$ cat src/rtl/iob_merge2.sv
// Two-master to one-slave arbiter for the native valid/ready memory bus.
// It latches the winning request, holds it towards the slave and routes the response back to the granted master.
module iob_merge2 #(
  parameter int ADDR_W = 32,
  parameter int DATA_W = 32,
  parameter int RR     = 1
) (
  input  logic                clk,
  input  logic                rst,
  input  logic                m0_valid,
  input  logic [ADDR_W-1:0]   m0_addr,
  input  logic [DATA_W-1:0]   m0_wdata,
  input  logic [DATA_W/8-1:0] m0_wstrb,
  output logic [DATA_W-1:0]   m0_rdata,
  output logic                m0_ready,
  input  logic                m1_valid,
  input  logic [ADDR_W-1:0]   m1_addr,
  input  logic [DATA_W-1:0]   m1_wdata,
  input  logic [DATA_W/8-1:0] m1_wstrb,
  output logic [DATA_W-1:0]   m1_rdata,
  output logic                m1_ready,
  output logic                s_valid,
  output logic [ADDR_W-1:0]   s_addr,
  output logic [DATA_W-1:0]   s_wdata,
  output logic [DATA_W/8-1:0] s_wstrb,
  input  logic [DATA_W-1:0]   s_rdata,
  input  logic                s_ready,
  output logic                busy,
  output logic                grant
);

  localparam int STRB_W = DATA_W / 8;

  typedef enum logic {IDLE, BUSY} state_t;

  state_t              state_q, state_d;
  logic                s_valid_q, s_valid_d;
  logic [ADDR_W-1:0]   s_addr_q, s_addr_d;
  logic [DATA_W-1:0]   s_wdata_q, s_wdata_d;
  logic [STRB_W-1:0]   s_wstrb_q, s_wstrb_d;
  logic                grant_q, grant_d;
  logic                last_q, last_d;

  logic                pick;
  logic                load;
  logic                load_idx;

  // Arbitration winner among the currently valid masters (only meaningful when one is valid).
  always_comb begin
    if (RR != 0) begin
      if (m0_valid && m1_valid) pick = ~last_q;
      else                      pick = m1_valid;
    end else begin
      pick = ~m0_valid;
    end
  end

  always_comb begin
    state_d   = state_q;
    s_valid_d = s_valid_q;
    s_addr_d  = s_addr_q;
    s_wdata_d = s_wdata_q;
    s_wstrb_d = s_wstrb_q;
    grant_d   = grant_q;
    last_d    = last_q;
    m0_ready  = 1'b0;
    m1_ready  = 1'b0;
    m0_rdata  = '0;
    m1_rdata  = '0;
    load      = 1'b0;
    load_idx  = 1'b0;

    case (state_q)
      IDLE: begin
        if (m0_valid || m1_valid) begin
          load     = 1'b1;
          load_idx = pick;
        end
      end
      BUSY: begin
        if (s_ready) begin
          if (grant_q) begin
            m1_ready = 1'b1;
            m1_rdata = s_rdata;
          end else begin
            m0_ready = 1'b1;
            m0_rdata = s_rdata;
          end
          last_d = grant_q;
          // The served master's valid is stale this edge, so only the other one may follow back-to-back.
          if (grant_q ? m0_valid : m1_valid) begin
            load     = 1'b1;
            load_idx = ~grant_q;
          end else begin
            s_valid_d = 1'b0;
            state_d   = IDLE;
          end
        end
      end
      default: begin
        state_d   = IDLE;
        s_valid_d = 1'b0;
      end
    endcase

    if (load) begin
      state_d   = BUSY;
      s_valid_d = 1'b1;
      grant_d   = load_idx;
      s_addr_d  = load_idx ? m1_addr  : m0_addr;
      s_wdata_d = load_idx ? m1_wdata : m0_wdata;
      s_wstrb_d = load_idx ? m1_wstrb : m0_wstrb;
    end
  end

  always_ff @(posedge clk or negedge rst) begin
    if (!rst) begin
      state_q   <= IDLE;
      s_valid_q <= 1'b0;
      s_addr_q  <= '0;
      s_wdata_q <= '0;
      s_wstrb_q <= '0;
      grant_q   <= 1'b0;
      last_q    <= 1'b1;
    end else begin
      state_q   <= state_d;
      s_valid_q <= s_valid_d;
      s_addr_q  <= s_addr_d;
      s_wdata_q <= s_wdata_d;
      s_wstrb_q <= s_wstrb_d;
      grant_q   <= grant_d;
      last_q    <= last_d;
    end
  end

  assign s_valid = s_valid_q;
  assign s_addr  = s_addr_q;
  assign s_wdata = s_wdata_q;
  assign s_wstrb = s_wstrb_q;
  assign busy    = s_valid_q;
  assign grant   = grant_q;

endmodule
$ cat config.mk
export PLATFORM = sky130hd
export DESIGN_NAME = iob_merge2
export DESIGN_NICKNAME = d
export VERILOG_FILES = /design/src/rtl/iob_merge2.sv
export SDC_FILE = /design/constraint.sdc
export NUM_CORES = 1
export LEC_CHECK = 0
export CAP_MARGIN = 10
export CELL_PAD_IN_SITES_DETAIL_PLACEMENT = 1
export CELL_PAD_IN_SITES_GLOBAL_PLACEMENT = 1
export CORE_AREA = 8 8 115 117
export CTS_BUF_LIST = sky130_fd_sc_hd__clkbuf_8
export DETAILED_ROUTE_END_ITERATION = 10
export DIE_AREA = 0 0 123 125
export DONT_BUFFER_PORTS = 1
export PLACE_DENSITY_LB_ADDON = 0.25
export SYNTH_ARGS = -nofsm -noshare
export SYNTH_HDL_FRONTEND = slang
export SYNTH_SLANG_ARGS = --single-unit
$ cat constraint.sdc
create_clock -name clk -period 4.6 [get_ports clk]
set_clock_uncertainty 0.15 [all_clocks]
set_input_delay 0.69 -clock clk [delete_from_list [all_inputs] [get_ports clk]]
set_output_delay 0.69 -clock clk [all_outputs]
set_load 0.005 [all_outputs]
* Yosys cells after proc, flatten, opt, wreduce, memory -nomap -nowiden
Cells that the tools add are included.
W data, S select, Z words.
** Storage, ports and cells
- Flip-flop bits (word level) :: 72
- Input port bits :: 173
- Output and inout bits :: 137
- Word-level logic and storage cells :: 49
** Operators by class
- Equal/unequal tests :: 1
- Mux-type cells :: 32
- Bitwise operators :: 3
- Reduce and logical (&&, ||, !) cells :: 6
** Operators by type and width (count)
- $mux W32 :: 8
- $mux W1 :: 21
- $mux W4 :: 1
- $pmux W1 S2 :: 2
- $reduce_bool A2 Y1 :: 2
- $not A1 Y1 :: 3
- $reduce_and A3 Y1 :: 1
- $ne A2 B2 Y1 const B :: 1
- $reduce_and A2 Y1 :: 1
- $logic_and A1 B1 Y1 :: 1
- $logic_or A1 B1 Y1 :: 1

* Logic depth before layout (Yosys ltp)
- Word-level depth :: 6
- Mapped depth :: 7
- Depth with buffers taken out :: 3

* Worst setup path after synthesis
OpenSTA, ideal clock, no wires.
- Path kind :: input to output
- Start point :: input port s_ready
- End point :: output port m1_rdata[22]
- Arrival time :: 1.577 ns
- Required time :: 3.760 ns
- Setup slack :: 2.183 ns
- Stages :: 5
- Path buffers :: 2
- Cell sequence :: buf_2 > nand2_1 > nor2_1 > clkbuf_1 > and2_1
** Between the ends
- Cells in the longest elaborated chain, start to end :: 2
** Ends and longest elaborated chain
- from (decl) :: RTL line 27 : input logic s_ready,
- $mux W32 :: RTL line 81 : if (s_ready) begin
- $mux W32 :: RTL line 73 : case (state_q)
- to (decl) :: RTL line 20 : output logic [DATA_W-1:0] m1_rdata,
No other way between the ends.

* Worst setup path in the final report
- Start point :: register grant_q, in the netlist grant
- End point :: output port m0_rdata[4]
** Between the ends
- Cells in the longest elaborated chain, start to end :: 3
** Ends and longest elaborated chain
- from (decl) :: RTL line 41 : logic grant_q, grant_d;
- from (signal assigned) :: RTL line 131 : grant_q <= grant_d;
- $mux W32 :: RTL line 82 : if (grant_q) begin
- $mux W32 :: RTL line 81
- $mux W32 :: RTL line 73
- to (decl) :: RTL line 14 : output logic [DATA_W-1:0] m0_rdata,
No other way between the ends.

==> impl_metrics.tcl <==
set metrics [dict create \
    status "finished clean" \
    overflow 0 \
    synth-seq-cells 72 \
    dp_slack_ns 1.79 \
    rrSetupSlack_ns 1.96 \
    cts-root-buf "clkbuf_8" \
    htreeDepth 3 \
    die_area_um2 15400 \
    use_met2 0.406 \
    yosys.area_share.xor_xnor 0 \
    hold_slack_ns 0.0738 \
    required_ns 3.76 \
    gr-max-usage-layer "met2" \
    reg2reg_depth 4 \
    internal_power_w 0.00164 \
    fin_nets 619 \
    synth_compound_area_frac 0.430 \
    fin_ws_ns 1.73 \
    areaGrowthSynthToFinish_pct 2.53 \
    cap_violations 0 \
    grt_usage 0.249 \
    synth_top_family_by_area "compound AO/OA/AOI/OAI gates" \
    clk_pin_slew_ns 0.09 \
    synth_edf_count 0 \
    p_leak_nw 1.53 \
    end_kind "output pin" \
    drv_slew 0 \
    final_cells 598 \
    routed_wirelength_um 19900 \
    path_max_fanout 62 \
    rsz0062_at_grt "false" \
    p_sw_w 0.00125 \
    swShare 0.432 \
    dpl.hpwl_um 13300 \
    post_cts_buffers 0 \
    ys.flop_type "dfrtp_1" \
    hp-class "input pin to asynchronous set/reset pin" \
    post-route-period-util 0.625 \
    drc 0 \
    clockBufferDepth 2 \
    setup_viol 0 \
    ir_drop_uv 273 \
    synth.area.mux_share 0.00239 \
    die_y_um 125 \
    initial_core_util 0.405 \
    async_reset_ff_frac 1.00 \
    cp.arrival_ns 2.03 \
    dp.cells 580 \
    seq_area_frac_synth 0.383 \
    ys_warn_count 0 \
    rr_endpoint "s_addr[29]" \
    portBuffers 0 \
    yosys.area_share.simple 0.0931 \
    post_synth.cell_area_avg_um2 9.27 \
    dr.pass1.iters 4 \
    p_total_w 0.00289 \
    fin_tns_setup_ns 0 \
    syn-cell-area_um2 4700 \
    synth.largest_area_cell "dfrtp_1" \
    design.core.area_um2 11600 \
    syn_nets 680 \
    p_per_area_nw_per_um2 600 \
    synthTopCellsByArea "dfrtp_1 (38%), o211ai_1 (22%), a211oi_1 (11%)" \
    power_frac_seq 0.442 \
    drt_iter0_drc 401 \
    fin_crit_ns 2.87 \
    row_count 40 \
    antenna_cells 0 \
    pwr-share-comb 0.355 \
    cts_buffers 9 \
    worstReg2RegStart "grant" \
    synth_top_area_frac 0.378 \
    syn_inst 507 \
    cts_sinks 72 \
    max_slew.worst_pin.slew_ns 1.01 \
    drive_above_1_share 0.0776 \
    wire_per_inst_um 33.2 \
    hold_viol 0 \
    grtUsageMet1 0.287 \
    yosysMostFrequentCell "o211ai_1" \
    max_slew_margin 0.326 \
    vias_per_cell 7.39 \
    timing.fmax_mhz 348 \
    antenna_found_initial 0 \
    ys_types 23 \
    crit_type "flip-flop to output pin" \
    start_kind "flip-flop" \
    route.vias.total 4417 \
    grt_max_degree 74 \
    cts_tree "yes" \
    grt_pass1_vias 4712 \
    pwr-share-clk 0.202 \
    ant_nets 0 \
    cts_resized 0 \
    gp_congestion 0.936 \
    clkLatencyLatePin_ns 0.34 \
    grt_pass1_wl_um 29900 \
    ioPinCount 310 \
    grtUsageMet3 0.0842 \
    yosys-top-cells-count "o211ai_1 (136), dfrtp_1 (71), a211oi_1 (68), a31oi_1 (68), and2_1 (65)" \
    synth_fa_ha_area_frac 0 \
    die_w_um 123 \
]
==> final cells by class <==
| cell class | count | area (um^2) |
|---|---|---|
| Multi-Input combinational cell | 350 | 2490 |
| Sequential cell | 72 | 1800 |
| Tap cell | 147 | 184 |
| Clock buffer | 11 | 151 |
| Fill cell | 1313 | 6790 |
| Clock inverter | 5 | 80.1 |
| Inverter | 1 | 3.75 |
| Timing Repair Buffer | 12 | 113 |
==> flip-flops by register name, summed over array words and instances (netlist names) <==
signal and count:
busy 1, grant 1, last_q 1, s_addr 32, s_wdata 32, s_wstrb 4, state_q 1
==> worst max-delay path, stage by stage, from the launching register on <==
cell     delay (ns)
dfrtp_1        0.48
and3b_2        0.91
and2_1         0.28
==> logic make-up (layout without fill, tap and decap cells) <==
group	after synthesis	after routing
AOI/OAI and AO/OA	279	279
buffers and inverters	85	29
DFF	72	72
and+or+nand+nor	70	70
muxes	1	1
==> worst max-delay path by stage <==
stage	from	to	cells after the start
2_1_floorplan	s_ready	m1_rdata[22]	5
6_report	grant	m0_rdata[4]	2
5_1_grt	grant	m0_rdata[13]	2
3_5_place_dp	s_ready	s_addr[29]	4
4_1_cts	grant	m0_rdata[4]	2
3_3_place_gp	s_ready	s_wdata[9]	4
==> layer usage <==
layer	wire length (um)	vias to the layer above
li1	-	1898
met1	7250	2224
met2	9890	256
met3	1960	39
met4	758	0
met5	0	-
==> power by group through the flow <==
stage	Combinational [W]	Clock, W	Sequential, W
2_1_floorplan	0.000881	0	0.00115
3_3_place_gp	0.000976	0	0.00129
3_5_place_dp	0.00102	0	0.00130
4_1_cts	0.00103	0.000600	0.00129
5_1_grt	0.00114	0.000624	0.00131
6_report	0.00103	0.000585	0.00128
==> per-stage QoR <==
step                      utilization  cell area, um^2
final                           0.415             4820
after global routing            0.415             4820
after CTS                       0.414             4810
after detailed placement        0.392             4550
after global placement          0.392             4550
after floorplan                     -             4700
==> layout by cell type, fill, tap and decap left out <==
master / netlist / final
a211oi_1: 68 / 68
o32a_1: 1 / 1
nand4b_1: 1 / 1
clkbuf_8: 0 / 11
bufinv_16: 0 / 2
nor2_1: 1 / 1
nand2b_2: 0 / 1
dlygate4sd3_1: 0 / 1
nand2_1: 1 / 1
mux2_2: 1 / 1
buf_16: 0 / 1
o211ai_1: 136 / 136
a21o_1: 3 / 2
buf_4: 1 / 10
inv_1: 1 / 2
a31oi_1: 68 / 68
o221ai_2: 1 / 1
a21oi_4: 0 / 1
and3b_2: 0 / 1
dfstp_2: 1 / 1
and2_2: 0 / 1
clkinvlp_4: 0 / 1
o21ba_2: 0 / 1
clkinv_4: 0 / 1
a21o_2: 0 / 1
dfrtp_1: 71 / 71
and2_1: 65 / 64
==> what timing repair did <==
action / 4_1_cts / 5_1_grt
hold buffers: 1 / 1
endpoints found under the setup margin: 0 / 0
endpoints found under the hold margin: 71 / 1
(Power assumes the default switching activity.)
